## src/rtl/sad_min_tracker_pkg.sv

```systemverilog
// sad_min_tracker_pkg: shared widths, tracker state encoding and saturation limit.
package sad_min_tracker_pkg;
    localparam int IN_W_D  = 13;
    localparam int ACC_W_D = 21;
    localparam int POS_W_D = 8;
    localparam logic [ACC_W_D-1:0] ACC_MAX = '1;
    typedef enum logic [1:0] {IDLE, RUN, DRAIN, DONE} state_t;
endpackage

```

## src/rtl/sad_window_acc.sv

```systemverilog
// sad_window_acc: single-lane saturating window accumulator; nxt is the sum including the current beat.
module sad_window_acc #(
    parameter int IN_W  = 13,
    parameter int ACC_W = 21
) (
    input  logic             clk,
    input  logic             rst,
    input  logic             clr,
    input  logic             valid,
    input  logic             first,
    input  logic [IN_W-1:0]  din,
    output logic [ACC_W-1:0] nxt
);
    localparam int SW = ACC_W + 1;
    logic [ACC_W-1:0] acc;
    logic [ACC_W:0]   sum;
    always_comb begin
        sum = {1'b0, acc} + SW'(din);
        nxt = first ? ACC_W'(din) : (sum[ACC_W] ? '1 : sum[ACC_W-1:0]);
    end
    always_ff @(posedge clk or posedge rst) begin
        if (rst) acc <= '0;
        else if (clr) acc <= '0;
        else if (valid) acc <= nxt;
    end
endmodule

```

## src/rtl/sad_min_tracker.sv

```systemverilog
// sad_min_tracker: accumulates dual-lane partial SADs into window SADs and tracks the per-frame minimum.
module sad_min_tracker
    import sad_min_tracker_pkg::*;
#(
    parameter int IN_W  = IN_W_D,
    parameter int ACC_W = ACC_W_D,
    parameter int POS_W = POS_W_D
) (
    input  logic             Clk,
    input  logic             Rst,
    input  logic             frame_start,
    input  logic             frame_end,
    input  logic             in_valid,
    input  logic             in_first,
    input  logic             in_last,
    input  logic [IN_W-1:0]  SAD_value_small_A,
    input  logic [IN_W-1:0]  SAD_value_small_B,
    input  logic [POS_W-1:0] in_row,
    input  logic [POS_W-1:0] in_col,
    output logic             busy,
    output logic             result_valid,
    output logic             best_found,
    output logic [ACC_W-1:0] best_sad,
    output logic [POS_W-1:0] best_row,
    output logic [POS_W-1:0] best_col
);
    state_t           state;
    logic             drain_cnt;
    logic             en;
    logic             b_wins;
    logic             cand_valid;
    logic [ACC_W-1:0] nxt_a, nxt_b, cand_a, cand_b, win;
    logic [POS_W-1:0] cand_row, cand_col;

    // frame_start drops any beat presented in the same cycle
    assign en = state == RUN && in_valid && !frame_start;

    sad_window_acc #(.IN_W(IN_W), .ACC_W(ACC_W)) u_acc_a (
        .clk(Clk), .rst(Rst), .clr(frame_start), .valid(en), .first(in_first),
        .din(SAD_value_small_A), .nxt(nxt_a)
    );
    sad_window_acc #(.IN_W(IN_W), .ACC_W(ACC_W)) u_acc_b (
        .clk(Clk), .rst(Rst), .clr(frame_start), .valid(en), .first(in_first),
        .din(SAD_value_small_B), .nxt(nxt_b)
    );

    always_comb begin
        b_wins = cand_b < cand_a;
        win    = b_wins ? cand_b : cand_a;
    end

    always_ff @(posedge Clk or posedge Rst) begin
        if (Rst) begin
            state        <= IDLE;
            drain_cnt    <= 1'b0;
            busy         <= 1'b0;
            result_valid <= 1'b0;
        end else if (frame_start) begin
            state        <= RUN;
            drain_cnt    <= 1'b0;
            busy         <= 1'b1;
            result_valid <= 1'b0;
        end else begin
            result_valid <= state == DRAIN && !drain_cnt;
            if (state == RUN && frame_end) begin
                state     <= DRAIN;
                drain_cnt <= 1'b1;
            end else if (state == DRAIN) begin
                drain_cnt <= 1'b0;
                if (!drain_cnt) begin
                    state <= DONE;
                    busy  <= 1'b0;
                end
            end else if (state == DONE) begin
                state <= IDLE;
            end
        end
    end

    always_ff @(posedge Clk or posedge Rst) begin
        if (Rst) begin
            cand_valid <= 1'b0;
            cand_a     <= '0;
            cand_b     <= '0;
            cand_row   <= '0;
            cand_col   <= '0;
            best_found <= 1'b0;
            best_sad   <= '1;
            best_row   <= '0;
            best_col   <= '0;
        end else if (frame_start) begin
            cand_valid <= 1'b0;
            best_found <= 1'b0;
            best_sad   <= '1;
            best_row   <= '0;
            best_col   <= '0;
        end else begin
            cand_valid <= en && in_last;
            if (en && in_last) begin
                cand_a   <= nxt_a;
                cand_b   <= nxt_b;
                cand_row <= in_row;
                cand_col <= in_col;
            end
            // strict less-than keeps the earliest window on equal SADs
            if (cand_valid && (!best_found || win < best_sad)) begin
                best_found <= 1'b1;
                best_sad   <= win;
                best_row   <= cand_row;
                best_col   <= b_wins ? cand_col + 1'b1 : cand_col;
            end
        end
    end
endmodule
```

## config.mk

```make
export PLATFORM = sky130hd
export DESIGN_NAME = sad_min_tracker
export DESIGN_NICKNAME = d
export VERILOG_FILES = /design/src/rtl/sad_min_tracker_pkg.sv /design/src/rtl/sad_window_acc.sv /design/src/rtl/sad_min_tracker.sv
export SDC_FILE = /design/constraint.sdc
export NUM_CORES = 1
export LEC_CHECK = 0
export ABC_AREA = 1
export CORE_MARGIN = 1.5
export CORE_UTILIZATION = 47
export CTS_CLUSTER_DIAMETER = 200
export CTS_CLUSTER_SIZE = 16
export DETAILED_ROUTE_END_ITERATION = 16
export GPL_ROUTABILITY_DRIVEN = 0
export GPL_TIMING_DRIVEN = 0
export MAX_ROUTING_LAYER = met4
export PLACE_DENSITY = 0.78
export SLEW_MARGIN = 0
export SYNTH_ARGS = -nofsm -noshare
export SYNTH_HDL_FRONTEND = slang
export SYNTH_HIERARCHICAL = 1
export SYNTH_SLANG_ARGS = --single-unit
export TNS_END_PERCENT = 100
```

## constraint.sdc

```tcl
create_clock -name Clk -period 3.7 [get_ports Clk]
set_input_delay 0.74 -clock Clk [delete_from_list [all_inputs] [get_ports Clk]]
set_output_delay 0.74 -clock Clk [all_outputs]
set_load 0.01 [all_outputs]
```

### After elaboration in Yosys (flattened, before gate mapping)

Cells that the tools add are included.
Widths: inputs -> output; s select.

| cells by class | value |
|---|---|
| add/subtract/negate cells | 3 |
| $lt $le $gt $ge | 2 |
| equal/unequal tests | 6 |
| muxes and demuxes | 32 |
| bitwise gates (word level) | 1 |
| reductions and logical operators | 18 |

Operators with widths:

| kind | count |
|---|---|
| $mux 21 | 11 |
| $add 21x13->22 | 2 |
| $lt 21x21->1 | 2 |
| $mux 8 | 5 |
| $mux 1 | 11 |
| $mux 2 | 5 |
| $add 8x1->8 const B | 1 |
| $logic_and 1x1->1 | 6 |
| $reduce_bool 2->1 | 3 |
| $eq 2x2->1 const B | 2 |
| $ne 2x2->1 const B | 2 |
| $ne 4x4->1 const B | 1 |
| $reduce_and 2->1 | 2 |
| $reduce_bool 4->1 | 1 |
| $logic_not 1->1 | 3 |
| $reduce_and 3->1 | 1 |
| $reduce_bool 3->1 | 1 |
| $eq 2x1->1 const B | 1 |
| $logic_or 1x1->1 | 1 |
| $not 1->1 | 1 |

| word-level totals | value |
|---|---|
| register bits after elaboration | 144 |
| output and inout port bits | 40 |

### Logic depth before layout (Yosys ltp)

| depth | value |
|---|---|
| word-level depth | 7 |
| mapped depth | 28 |

### Hierarchy

Netlist, hierarchy kept.

By module, submodules not included:

| module | times used | cells an instance | area each (um2) | seq. area each (um2) |
|---|---|---|---|---|
| sad_min_tracker | 1 | 696 | 5,647.9 | 2,578.7 |
| sad_window_acc | 2 | 400 | 2,407.3 | 525.5 |

### Worst setup path after synthesis

No wires, ideal clock.

| timing path | value |
|---|---|
| path kind | reg2reg |
| start point | register cand_a[20] |
| end point | register best_row[3] |
| arrival | 2.982 ns |
| required time | 3.583 ns |
| setup slack | 0.600 ns |
| stages on the path, launching flop included | 27 |
| cell sequence | dfrtp_1 -> inv_1 -> ha_1 -> nand2_2 -> nor2_4 -> nand2_2 -> nor2_2 -> nand2_2 -> nand3_4 -> clkbuf_1 -> nand2_1 -> o21ai_0 -> ha_1 -> a21oi_1 -> o21ai_0 -> nand3_1 -> nand2_1 -> nand2_1 -> a21oi_1 -> nor2_1 -> nand2_2 -> nand2_4 -> nand2_4 -> buf_8 -> buf_8 -> nand3_2 -> nand2_1 |

| between the ends | value |
|---|---|
| longest elaborated chain between the ends | 6 |

Ends and longest elaborated chain:

| what | line | text |
|---|---|---|
| start: declaration | sad_min_tracker.sv:32 | `logic [ACC_W-1:0] nxt_a, nxt_b, cand_a, cand_b, win;` |
| start signal: assignment | sad_min_tracker.sv:100 | `cand_a <= nxt_a;` |
| $lt 21x21->1 | sad_min_tracker.sv:48 | `b_wins = cand_b < cand_a;` |
| $mux 21 * | sad_min_tracker.sv:49 | `win = b_wins ? cand_b : cand_a;` |
| $lt 21x21->1 * | sad_min_tracker.sv:106 | `if (cand_valid && (!best_found \|\| win < best_sad)) begin` |
| $logic_or 1x1->1 * | sad_min_tracker.sv:106 |  |
| $logic_and 1x1->1 * | sad_min_tracker.sv:106 |  |
| $reduce_bool 2->1 (no source line) * | n/a |  |
| end signal: assignment | sad_min_tracker.sv:109 | `best_row <= cand_row;` |
| end: declaration | sad_min_tracker.sv:24 | `output logic [POS_W-1:0] best_row,` |

Every way passes the cells marked *; elsewhere a longest branch is shown, timed or not.
A chain may end at the register's enable or synchronous reset.

### Worst setup path after layout

| timing path | value |
|---|---|
| start point | input port frame_start |
| end point | register cand_b[19] |

| between the ends | value |
|---|---|
| longest elaborated chain between the ends | 4 |

Ends and longest elaborated chain:

| what | line | text |
|---|---|---|
| start: declaration | sad_min_tracker.sv:11 | `input logic frame_start,` |
| $logic_not 1->1 | sad_min_tracker.sv:36 | `assign en = state == RUN && in_valid && !frame_start;` |
| $logic_and 1x1->1 | sad_min_tracker.sv:36 |  |
| via en | sad_min_tracker.sv:29 | `logic en;` |
| $logic_and 1x1->1 | sad_min_tracker.sv:99 | `if (en && in_last) begin` |
| $reduce_and 2->1 (no source line) | n/a |  |
| end signal: assignment | sad_min_tracker.sv:101 | `cand_b <= nxt_b;` |
| end: declaration | sad_min_tracker.sv:32 |  |

The timed path passes the listed nets, and every way through them passes these cells.

==> impl_metrics.py <==
metrics = {
    "run_status": {
        "status": "finished clean",
    },
    "sta": {
        "setup_ws_ns": 0.208,
        "worstMarginPinSlew_ns": 0.885,
        "finalCritPeriodShare": 0.944,
        "max_freq_ghz": 0.286,
        "min_period_ns": 3.49,
        "maxSlewViolCount": 0,
        "setup_viol_count_final": 0,
        "fin_worst_skew_ns": 0.0137,
        "tns_ns": 0,
        "relSlewSlack": 0.409,
        "finalHoldViolCount": 0,
    },
    "clock_network": {
        "cts_buffers": 17,
        "cts_buffer_depth": 2,
        "cts_tree": "done",
        "holdBufCountCts": 0,
        "clock_sinks": 144,
        "clkLatencyLatePin_ns": 0.44,
        "htree_num_levels": 4,
        "root_buffer": "clkbuf_16",
        "path_clk_slew_ns": 0.07,
    },
    "synthesis": {
        "yosysTopAreaCell": "dfrtp_1",
        "synthTopCellsByArea": "dfrtp_1 29%, nand2_1 18%, inv_1 8.1%, ha_1 8.0%, dfstp_2 5.3%",
        "syn_inst": 1496,
        "ys_seq_area_frac": 0.347,
        "synth-edff-count": 0,
        "syn_avg_cell_area_um2": 6.99,
        "async_flop_share": 1.00,
        "synth_ff_type": "dfrtp_1",
        "synthesis.area_um2": 10500,
        "netlist_top_cells_count": "512 x nand2_1, 227 x inv_1, 123 x dfrtp_1",
        "synth.distinct_cells": 39,
        "yosysMostFrequentCell": "nand2_1",
        "syn_nets": 1614,
        "yosysWarnings": 6,
        "synth_top_area_frac": 0.294,
        "ys_seq_elements": 144,
    },
    "setup_path": {
        "r2r-start": "cand_a[19]",
        "critPathSlowestCell": "clkdlybuf4s50_1",
        "rr_worst_depth": 24,
        "arrival_ns": 3.84,
        "timing.rr.end": "best_sad[16]",
        "crit_cells": 8,
        "path_class": "input port to flop",
        "rrSetupSlack_ns": 0.21,
        "max_stage_delay_ns": 0.82,
        "cp_max_fo": 13,
        "critPathRequiredTime_ns": 4.05,
        "worstPathCellList": "clkdlybuf4s50_1, nor3_4, nand2_1, inv_1, clkbuf_1, clkbuf_1, nand2_1, o21ai_0",
        "startpoint_type": "input port",
        "cp-end-kind": "flop",
        "worst-path-buf-inv": 4,
        "path_delay_family": "buffers and inverters",
    },
    "floorplanning": {
        "num_rows": 54,
        "die-area_um2": 23200,
        "start_util": 0.479,
        "fp.dieW_um": 152,
        "core-area_um2": 21800,
        "die_height_um": 152,
        "io-pin-count": 89,
    },
    "min_path": {
        "holdPathStages": 2,
        "hp-class": "flop to flop",
        "hold_path.startpoint": "u_acc_a/acc[3]",
        "min_to": "u_acc_a/acc[3]",
    },
    "global_routing": {
        "antenna_found_initial": 0,
        "grt_util_all_layers": 0.257,
        "grt_first_pass_wirelength_um": 46600,
        "overflow": 0,
        "grt_pass1_vias": 9531,
        "grt_max_degree": 53,
    },
    "power_and_ir_drop": {
        "p_per_area_nw_per_um2": 536,
        "p_leak_uw": 0.00653,
        "peakVddDrop_mv": 0.426,
    },
    "drt": {
        "viasPerCell": 5.37,
        "routedWlPerCell_um": 15.2,
        "antenna_left": 0,
        "vias": 10200,
        "wl_um": 28900,
        "drt_iter0_markers": 892,
        "first_pass_iters": 5,
        "drc": 0,
    },
    "job": {
        "cap_violations": 0,
    },
    "final_layout": {
        "layout-drive-gt1-share": 0.111,
        "areaGrowthSynthToFinish_pct": 19.9,
        "diodes": 0,
        "final_net_count": 1732,
    },
    "place": {
        "place_ws_ns": -0.732,
        "port_buffers": 88,
        "hpwlAfterDp_um": 21400,
    },
}
how the worst max path moves through the flow:
stage / start / end / slack [ns]
final: frame_start / cand_b[19] / 0.21
after global routing: cand_a[19] / best_col[1] / -0.05
after CTS: cand_a[12] / best_sad[16] / 0.01
after detailed placement: frame_start / cand_row[2] / -0.73
after global placement: Rst / cand_row[0] / -1.26
after floorplan: Rst / best_col[0] / 0.32
layout by cell type (no fill, tap or decap), types with 28 or more instances in the layout:
| cell type | instances |
|---|---|
| nor2_1 | 78 |
| a21oi_1 | 37 |
| nand4_1 | 32 |
| clkdlybuf4s50_1 | 88 |
| clkbuf_1 | 28 |
| dfrtp_1 | 123 |
| nand3_1 | 102 |
| nand2_1 | 510 |
| ha_1 | 66 |
| inv_1 | 225 |
| o21ai_0 | 64 |
cells by family after synthesis:
family,Yosys count,share of synthesized area
adder cells (fa/ha/maj),69,0.0840
flip-flops,144,0.347
XOR/XNOR,21,0.0176
buffers and inverters,280,0.112
AO/OA/AOI/OAI,163,0.0909
AND/OR/NAND/NOR,819,0.349
metrics by stage:
stage          power [uW]  area (um2)  hold WS, ns  instances   util
2_1_floorplan        3780       10500        0.441       1496      -
3_3_place_gp         4510       11700        0.461       1864  0.536
3_5_place_dp         4600       11700        0.469       1865  0.537
4_1_cts              6390       12300        0.480       1897  0.566
5_1_grt              7170       12500        0.503       1907  0.575
6_report             6720       12500        0.487       1907  0.575
power breakdown:
part	leakage, uW	internal (uW)	total (uW)	switching, uW
sequential	0.00184	1920	2120	204
combinational	0.00439	1180	2840	1660
clock	0.000298	918	1760	841
worst register-to-register path: stages, from the launching register on:
cell,delay [ns]
dfrtp_1,0.34
inv_1,0.06
ha_1,0.30
nand2_2,0.10
inv_1,0.06
nand2_1,0.09
nand3_2,0.10
nor2_4,0.17
nand3_4,0.15
buf_8,0.17
nand2_1,0.05
o21ai_1,0.09
ha_1,0.32
nand2_1,0.09
nor2_2,0.14
nand4_1,0.16
nor4_2,0.24
nand2_1,0.09
nand2_2,0.09
nand2_4,0.10
nand2_4,0.09
buf_8,0.13
buf_6,0.14
nand3_1,0.08
nand2_1,0.09
timing repair:
item,4_1_cts,5_1_grt
endpoints found under the hold margin,0,0
endpoints found under the setup margin,76,63
pin swaps,0,9
gates resized for setup,6,54
setup buffers,0,8
gates cloned,0,2
routing by layer:
layer,global-route usage,vias up,part of all wire
li1,-,4982,-
met1,0.328,4764,0.43
met2,0.409,420,0.47
met3,0.0356,77,0.068
met4,0.109,0,0.034
met5,-,-,0
flip-flops by register name, summed over array words and instances (netlist names):
signal	flops
cand_a	21
u_acc_b/acc	21
cand_col	8
best_sad	21
best_row	8
busy	1
drain_cnt	1
cand_b	21
cand_row	8
u_acc_a/acc	21
cand_valid	1
best_col	8
result_valid	1
best_found	1
state	2
final cells by class:
cell class	count	area (um2)
plain buffers	53	367
clock inverters	15	189
clock buffers	17	425
multi-input cells	1073	5730
fillers	1980	9280
flip-flops and latches	144	3630
well taps	280	350
repair buffers	98	993
inverters	227	855
Note: power is estimated with default switching activity, not from simulation.
